<file path="config.mk">
export PLATFORM = sky130hd
export DESIGN_NAME = baser_257b_transcoder
export DESIGN_NICKNAME = d
export VERILOG_FILES = /design/src/rtl/baser_257b_transcoder.sv
export SDC_FILE = /design/constraint.sdc
export NUM_CORES = 1
export LEC_CHECK = 0
export ABC_AREA = 1
export ABC_CLOCK_PERIOD_IN_PS = 35500
export CORE_ASPECT_RATIO = 1.75
export CORE_MARGIN = 8
export CORE_UTILIZATION = 47
export DETAILED_ROUTE_END_ITERATION = 8
export GPL_ROUTABILITY_DRIVEN = 0
export MAX_ROUTING_LAYER = met4
export PLACE_DENSITY_LB_ADDON = 0.2
export SYNTH_ARGS = -nofsm -noshare
export SYNTH_HDL_FRONTEND = slang
export SYNTH_SLANG_ARGS = --single-unit
</file>
<file path="constraint.sdc">
create_clock -name clk -period 35.5 [get_ports clk]
set_clock_uncertainty 0.2 [all_clocks]
set_input_delay 8.875 -clock clk [delete_from_list [all_inputs] [get_ports clk]]
set_output_delay 8.875 -clock clk [all_outputs]
set_load 0.01 [all_outputs]
</file>
<file path="src/rtl/baser_257b_transcoder.sv">
// Transmit-side 256b/257b transcoder: packs four sanitised 66b BASE-R
// blocks into one 257b block behind a single-entry output hold register.
module baser_257b_transcoder #(
  parameter int          DATA_WIDTH        = 64,
  parameter int          SH_WIDTH_IN       = 2,
  parameter int          TC_WIDTH          = 257,
  parameter logic [6:0]  CTRL_CHAR_PATTERN = 7'h1E
) (
  input  logic                                clk,
  input  logic                                i_rst,
  input  logic [DATA_WIDTH+SH_WIDTH_IN-1:0]   i_block,
  input  logic                                i_valid,
  output logic                                o_ready,
  input  logic                                i_clear,
  output logic [TC_WIDTH-1:0]                 o_tc_data,
  output logic                                o_tc_valid,
  input  logic                                i_tc_ready,
  output logic [31:0]                         o_tc_count,
  output logic [31:0]                         o_err_count
);

  localparam int BW = DATA_WIDTH + SH_WIDTH_IN;

  logic [1:0]                  gcnt_q, gcnt_d;
  logic [2:0][DATA_WIDTH-1:0]  pay_q, pay_d;
  logic [2:0]                  flg_q, flg_d;
  logic [TC_WIDTH-1:0]         tc_q, tc_d;
  logic                        tcv_q, tcv_d;
  logic [31:0]                 tcc_q, tcc_d;
  logic [31:0]                 errc_q, errc_d;

  logic [SH_WIDTH_IN-1:0]      sh;
  logic [DATA_WIDTH-1:0]       raw;
  logic                        type_ok;
  logic                        is_data;
  logic                        bad;
  logic [DATA_WIDTH-1:0]       san_pay;
  logic                        accept;
  logic                        last;
  logic                        load;
  logic                        hs;
  logic [3:0][DATA_WIDTH-1:0]  blk;
  logic [3:0]                  flg;
  logic [TC_WIDTH-1:0]         tc_comb;

  assign sh  = i_block[SH_WIDTH_IN-1:0];
  assign raw = i_block[BW-1:SH_WIDTH_IN];

  // Recognise the legal control block type bytes
  always_comb begin
    type_ok = 1'b0;
    case (raw[7:0])
      8'h1E, 8'h78, 8'h4B, 8'h87,
      8'h99, 8'hAA, 8'hB4, 8'hCC,
      8'hD2, 8'hE1, 8'hFF: type_ok = 1'b1;
      default:             type_ok = 1'b0;
    endcase
  end

  // Sanitise the incoming block; anything illegal becomes an error ctrl block
  always_comb begin
    is_data = (sh == 2'b01);
    bad     = !is_data && !((sh == 2'b10) && type_ok);
    san_pay = raw;
    if (bad) san_pay = {{8{CTRL_CHAR_PATTERN}}, 8'h1E};
  end

  assign last    = (gcnt_q == 2'd3);
  assign o_ready = !(last && tcv_q && !i_tc_ready);
  assign accept  = i_valid && o_ready;
  assign load    = accept && last && !i_clear;
  assign hs      = tcv_q && i_tc_ready;

  assign blk = {san_pay, pay_q};
  assign flg = {is_data, flg_q};

  // Pack the three buffered blocks and the current one into 257 bits
  always_comb begin
    logic seen;
    tc_comb = '0;
    seen    = 1'b0;
    if (&flg) begin
      tc_comb[0] = 1'b1;
      for (int i = 0; i < 4; i++)
        tc_comb[64*i+1 +: 64] = blk[i];
    end else begin
      tc_comb[4:1] = flg;
      for (int i = 0; i < 4; i++) begin
        if (seen) begin
          tc_comb[64*i+1 +: 64] = blk[i];
        end else if (flg[i]) begin
          tc_comb[64*i+5 +: 64] = blk[i];
        end else begin
          tc_comb[64*i+5 +: 4]  = blk[i][7:4];
          tc_comb[64*i+9 +: 56] = blk[i][63:8];
          seen = 1'b1;
        end
      end
    end
  end

  // Group counter and buffer; a clear restarts the group at block 0
  always_comb begin
    logic [1:0] idx;
    gcnt_d = gcnt_q;
    pay_d  = pay_q;
    flg_d  = flg_q;
    idx    = i_clear ? 2'd0 : gcnt_q;
    if (i_clear)
      gcnt_d = accept ? 2'd1 : 2'd0;
    else if (accept)
      gcnt_d = gcnt_q + 2'd1;
    if (accept && (i_clear || !last)) begin
      for (int k = 0; k < 3; k++) begin
        if (idx == k[1:0]) begin
          pay_d[k] = san_pay;
          flg_d[k] = is_data;
        end
      end
    end
  end

  // Output hold register and the two statistics counters
  always_comb begin
    tc_d   = tc_q;
    tcv_d  = tcv_q;
    tcc_d  = tcc_q;
    errc_d = errc_q;
    if (hs) begin
      tcv_d = 1'b0;
      tcc_d = tcc_q + 32'd1;
    end
    if (load) begin
      tc_d  = tc_comb;
      tcv_d = 1'b1;
    end
    if (accept && bad && (errc_q != 32'hFFFF_FFFF))
      errc_d = errc_q + 32'd1;
  end

  // State registers
  always_ff @(posedge clk or posedge i_rst) begin
    if (i_rst) begin
      gcnt_q <= '0;
      pay_q  <= '0;
      flg_q  <= '0;
      tc_q   <= '0;
      tcv_q  <= 1'b0;
      tcc_q  <= '0;
      errc_q <= '0;
    end else begin
      gcnt_q <= gcnt_d;
      pay_q  <= pay_d;
      flg_q  <= flg_d;
      tc_q   <= tc_d;
      tcv_q  <= tcv_d;
      tcc_q  <= tcc_d;
      errc_q <= errc_d;
    end
  end

  assign o_tc_data   = tc_q;
  assign o_tc_valid  = tcv_q;
  assign o_tc_count  = tcc_q;
  assign o_err_count = errc_q;

endmodule

</file>
# Word level (Yosys, flattened, before mapping)
# Cells that the tools add are included.
# totals
in_bits	71
regBits	519
output_inout_bits	323
# op_classes
add_sub_neg	3
n_mux	33
reduce_logical	26
n_eq_ne	17
# op_table
operator	n
2-to-1 mux 60 bit	7
2-to-1 mux 256 bit	1
adder 32 x 1 -> 32 bit, second input constant	2
equality test 8 bit, second input constant	8
2-to-1 mux 64 bit	1
2-to-1 mux 4 bit	8
inequality test 32 bit, second input constant	1
equality test 8 x 7 -> 1 bit, second input constant	2
2-to-1 mux 1 bit	13
logical AND 1 bit	11
OR reduction 11 bit	1
equality test 8 x 5 -> 1 bit, second input constant	1
equality test 2 bit, second input constant	3
zero test 1 bit	6
2-to-1 mux 2 bit	3
AND reduction 2 bit	3
equality test 2 x 1 -> 1 bit, second input constant	2
AND reduction 4 bit	1
nonzero test 2 bit	2
adder 2 x 1 -> 2 bit, second input constant	1
zero test 2 bit	1
logical OR 1 bit	1

# Longest topological paths before layout
# depth
word_depth	10
mapped_depth	14

# Worst setup path after synthesis
# OpenSTA, ideal clock, no wires.
# synth_path
path_type	in2out
start	in i_tc_ready
end	out o_ready
arrival_time_ps	9003
path_buffers	0
setup_slack_ps	17422
path_stages	2
path_cell_list	inv_2 > nand3_2
# synth_via
elab_chain_len	3
# synth_rtl
element	line_no	text
start: declaration	17	input logic i_tc_ready,
zero test 1 bit	69	assign o_ready = !(last && tcv_q && !i_tc_ready);
logical AND 1 bit	69	
zero test 1 bit	69	
end: declaration	13	output logic o_ready,
# Every way passes these cells.

# Final worst setup path
# Same ends and word-level chain as after synthesis.

==> reports/qor.yml <==
clkSinkCount: 519
synth.largest_area_cell: "dfrtp_1"
layout_commonest_cell: "nand2_1"
start_util_pct: 47.3
vias: 19600
finalWirelength_um: 74700
cp_data_required_time_ns: 26.42
synthArstFlopShare_pct: 100
dp_hpwl_um: 52100
ctsResizeCount: 0
grt_first_pass_wirelength_um: 114000
ioPinCount: 394
cts_hold_buffers: 0
critPathCaptureType: "output port"
fin_crit_ns: 19.14
fin_area_um2: 28300
netlist_instances: 2628
worst_hold_startpoint: "o_tc_data[132]"
synthTopCellsByArea: "dfrtp_1 58%, nand2_1 12%, o21ai_0 8.6%"
yosysSeqAreaShare_pct: 57.6
peakVddDrop_mv: 0.0576
drc: 0
synth_top_area_share_pct: 57.6
grt_overflow: 0
cts_root_buf: "clkbuf_16"
drt-pass1-iter-count: 5
clkLatencyLatePin_ns: 0.58
grt.total_usage_pct: 26.9
synth_simple_gate_area_share_pct: 17.8
swShare_pct: 32.6
fmax_mhz: 52.3
worstSetupStartpointType: "primary input"
crit_fanout: 2
internal_power_w: 0.00140
timing.rr.start: "o_err_count[0]"
power_switching_w: 0.000676
synthAdderAreaFrac_pct: 0.167
synth-seq-cells: 519
sequentialPowerShare_pct: 44.0
synth.mux.area_fraction_pct: 0
dieWidth_um: 182
ys_types: 32
worstPathArrival_ns: 10.06
setup_tns_ns: 0
hold_path.class: "reg2reg"
fp.dieH_um: 306
p_leak_nw: 12.9
synthesis.area_um2: 22500
drtAntennaViolNets: 0
clkPwrFrac_pct: 25.0
worstSetupStartpoint: "i_tc_ready"
grt_pass1_vias: 19500
layout.nets: 3007
synth_compound_area_share_pct: 16.3
rows: 106
power.density_nw_per_um2: 73.2
outcome: "complete, no violations"
core_area_um2: 47600
wl_per_cell_um: 21.0
most-common-layout-cells: "743 x nand2_1, 519 x dfrtp_1, 393 x clkdlybuf4s50_1"
placed_area_um2: 26800
drive_gt1_share_pct: 4.28
rsz0062_at_grt: "false"
synthXorXnorAreaFrac_pct: 2.14
slew_headroom_pct: 16.5
htreeDepth: 2
period_share_pct: 53.9
pwr-share-comb_pct: 30.9
synth.avg_cell_area_um2: 8.58
antenna_found_initial: 0
drt-initial-drc-count: 1702
die_area_um2: 55500
grt_max_degree: 190
setup_violations: 0
tritoncts: "done"
criticalPathCategory: "in2out"
tightest_slew_ns: 1.25
cap_violations: 0
yosys_most_used_dff: "dfrtp_1"
clockBufferDepth: 3
port_buffers: 393
synth-edff-count: 0
cts_made_buffers: 48
hold_violations: 0
viasPerCell: 5.50
yosys_warnings: 0
maxSlewViolCount: 0
area_growth_pct: 25.6
syn_nets: 2702
post_cts_buffers: 0
synth_top_family_by_area: "simple AND/OR/NAND/NOR gates"
clk_pin_slew_ns: 0.06
-- layout make-up --
| class | instances | area (µm²) |
|---|---|---|
| clock inverters | 14 | 158 |
| repair buffers | 408 | 4070 |
| diodes | 1 | 2.50 |
| fillers | 4229 | 19300 |
| well taps | 594 | 743 |
| flip-flops and latches | 519 | 13000 |
| multi-input cells | 1763 | 8230 |
| inverters | 193 | 739 |
| clock buffers | 69 | 1390 |
-- power groups by stage --
| stage | combinational, W | sequential (W) | clock, W |
|---|---|---|---|
| global placement | 0.000634 | 0.000913 | 0 |
| finish | 0.000641 | 0.000913 | 0.000519 |
| detailed placement | 0.000645 | 0.000919 | 0 |
| global route | 0.000697 | 0.000934 | 0.000550 |
| floorplan | 0.000212 | 0.000948 | 0 |
| CTS | 0.000650 | 0.000912 | 0.000528 |
-- sequential cells by signal (all words and copies together), names as in the netlist --
signal       count
o_tc_data      257
blk            192
o_err_count     32
o_tc_count      32
flg_q            3
gcnt_q           2
o_tc_valid       1
-- critical path, cell delays in order --
cell and delay (ns):
clkdlybuf4s50_1 0.51, inv_2 0.06, nand3_2 0.08, clkdlybuf4s50_1 0.54
-- per-stage QoR --
step	setup WS, ns	cells	power [W]	hold WS, ns	utilization, %
after CTS	16.35	3560	0.00209	0.283	59.5
after global placement	16.35	3477	0.00155	0.262	56.2
final	16.36	3561	0.00207	0.278	59.5
after global routing	16.34	3560	0.00218	0.292	59.5
after floorplan	11.93	2628	0.00116	0.270	-
after detailed placement	16.36	3477	0.00156	0.264	56.2
-- cell families after synthesis --
logic type,count (synthesis)
compound gates,695
xor+xnor,55
fa+ha+maj,3
buf+inv,346
flops,519
simple gates,1010
-- synthesized netlist by cell type, types with 5 or more instances --
cell type and number:
o21ai_1 84, dfrtp_1 519, o21ai_0 386, a21oi_1 132, nor2_2 9, nand2_1 745, nor2_1 176, inv_2 14
o21a_1 54, nand3_1 28, nand4_1 9, xor2_1 37, buf_2 43, xnor2_1 18, a31oi_1 35, nor3_1 22
clkbuf_1 98, buf_1 9, inv_1 179, nor4_1 5
-- per-layer routing --
layer / track usage [%] / vias up / part of all wire (%)
li1: - / 9106 / -
met1: 32.5 / 9559 / 40
met2: 43.9 / 775 / 49
met3: 5.56 / 144 / 7.2
met4: 10.3 / 0 / 4.0
met5: - / - / 0
-- final timing paths --
check                            endpoint  slack (ns)  cells after the start
hold / removal             o_tc_data[132]        0.28                      2
setup / recovery                  o_ready       16.36                      4
hold reg to reg            o_tc_data[132]        0.28                      2
max in group asynchronous         blk[96]       23.94                      4
min in group asynchronous  o_tc_count[20]        8.65                      2
setup reg to reg           o_err_count[5]       32.20                      9
Power figures use the tool's default switching activity.
==> edit, RTL diff (same settings) <==
The parameter `SH_WIDTH_IN` goes from 2 to 4.
--- a/src/rtl/baser_257b_transcoder.sv
+++ b/src/rtl/baser_257b_transcoder.sv
@@ -2,7 +2,7 @@
 // blocks into one 257b block behind a single-entry output hold register.
 module baser_257b_transcoder #(
   parameter int          DATA_WIDTH        = 64,
-  parameter int          SH_WIDTH_IN       = 2,
+  parameter int          SH_WIDTH_IN       = 4,
   parameter int          TC_WIDTH          = 257,
   parameter logic [6:0]  CTRL_CHAR_PATTERN = 7'h1E
 ) (
Ports: changed (resized i_block); port bits go from 394 to 396. The function was not compared with the original's and may differ.
==> edit against the original RTL <==
  * Via count shrank 0.24%
  * Design area grew 0.16%
  * Count of clock-buffer cells in the layout shrank 2
  * Sequential cell count is the same
  * Synthesized area is essentially flat
  * Worst setup slack gained 10 ps
  * Synthesized cell count shrank 0.65%
  * Wire length grew 0.38%
  * Total power shrank 4.8%
  * Critical path type unchanged
  * Critical endpoint unchanged
==> edit: results (changes against the original RTL) <==
stage,metric,value,unit,change
outcome,run_status,"complete, no violations",,
place,place_ws,16370,ps,+8.500 ps
place,dp.cells,3460,,-0.49%
global_routing,grt_pass1_wl,115800,um,+1.4%
routing,drtIter0Drc,1714,,+0.71%
layout,nFillCells,4174,,-1.3%
clock_network,clk_latency,570,ps,
synth,yosysUniqueCellTypes,34,,+6.3%
critical_path,r2r_start,gcnt_q[0]$_DFFE_PP0P_,,
critical_path,cp-endpoint,o_ready,,
global_routing,grt_pass1_vias,19653,,+0.62%
power_and_ir_drop,peakVddDrop,0.04713,mV,-18%
clock_network,cts_resized,0,,unchanged
synth,async_flop_share,100.0,%,unchanged
synth,synth_warnings,0,,unchanged
global_routing,track_usage,27.29,%,+0.38 points
clock_network,post_cts.repair.setup_buffers,0,,unchanged
layout,fin_nets,2991,,-0.53%
clock_network,clockBufferDepth,3,,unchanged
clock_network,root_buffer,clkbuf_16,,
worst_hold_path,worstHoldStart,o_tc_data[88]$_DFFE_PP0P_,,
synth,synth_seq_area_share,57.59,%,about the same
synth,syn_avg_cell_area,8.637,um2,+0.68%
worst_hold_path,worstHoldEndpoint,o_tc_data[88]$_DFFE_PP0P_,,
layout,largest_reg_flops,257,,unchanged
global_routing,grt_max_degree,149,,-22%
routing,wl_per_cell,21.12,um,+0.75%
global_routing,antenna_found_initial,2,,+2
clock_network,clkSlewWorstSetupHoldPaths,60,ps,about the same
power_and_ir_drop,p_leak,12.90,nW,-0.14%
synth,synth_flop_cell,dfrtp_1,,
critical_path,rr_worst_depth,8,,-1
timing,worst_pin_slew,1180,ps,-72.72 ps
synth,synth_nets,2687,,-0.56%
critical_path,critPathLaunch,i_tc_ready,,
routing,drt_first_pass_iters,8,,+3
critical_path,path_max_fanout,2,,unchanged
routing,ant_nets,0,,unchanged
clock_network,cts_buffers,47,,-2.1%
layout,drive_gt1_share,4.539,%,+0.26 points
routing,routed_via_density,5.506,,+0.13%
worst_hold_path,worstHoldPathCells,2,,unchanged
synth,synth_area_leaders,"dfrtp_1 (58%), nand2_1 (12%), o21ai_0 (8.8%)",,
place,hpwl,52880,um,+1.5%
worst_hold_path,hold_path_class,flip-flop to flip-flop,,
critical_path,reg2reg_slack,31910,ps,-290 ps
critical_path,crit_arrival,10050,ps,about the same
routing,wirelength,74950,um,+0.38%
synth,synth_common_cells,"nand2_1 (747), dfrtp_1 (519), o21ai_0 (396)",,
clock_network,htreeDepth,2,,unchanged
critical_path,r2r-end,o_tc_data[51]$_DFFE_PP0P_,,
place,io_buffers,395,,+0.51%
-- edit: final cells by class --
type | count | share of cell area (%)
clock buffers | 67 | 5.019
repair buffers | 414 | 14.44
diodes | 2 | 0.01764
inverters | 167 | 2.263
clock inverters | 19 | 0.6748
well taps | 594 | 2.620
flip-flops and latches | 519 | 45.78
multi-input cells | 1766 | 29.18
-- edit: power breakdown --
| group | switching [mW] | total, mW | internal, mW |
|---|---|---|---|
| clock network | 0.232 | 0.534 | 0.303 |
| registers | 0.106 | 0.862 | 0.756 |
| logic | 0.282 | 0.577 | 0.295 |
-- edit: cell families after synthesis --
logic type,synth area share (%)
and+or+nand+nor,18.26
AOI/OAI and AO/OA,15.69
DFF,57.59
buffers and inverters,5.926
xor gates and xnor gates,2.369
adders and majority gates,0.1665
-- edit: layer usage --
layer	share of wire, %	wire, um	track usage (%)	vias to the layer above
li1	-	-	-	9063
met1	40	30170	33.35	9514
met2	48	36320	44.62	812
met3	7.8	5816	5.548	148
met4	3.5	2649	9.508	0
met5	0	0	-	-
-- edit: critical path, stage by stage --
cell and delay, ps:
clkdlybuf4s50_1 500, inv_1 70, nand3_2 70, clkdlybuf4s50_1 540
-- edit: stage by stage --
stage / area [um2] / utilization (%) / hold WS [ps]
6_report: 28370 / 59.58 / 278.1
5_1_grt: 28370 / 59.58 / 303.4
4_1_cts: 28360 / 59.57 / 281.5
3_5_place_dp: 26750 / 56.18 / 264.1
3_3_place_gp: 26750 / 56.18 / 262.9
2_1_floorplan: 22550 / - / 269.5
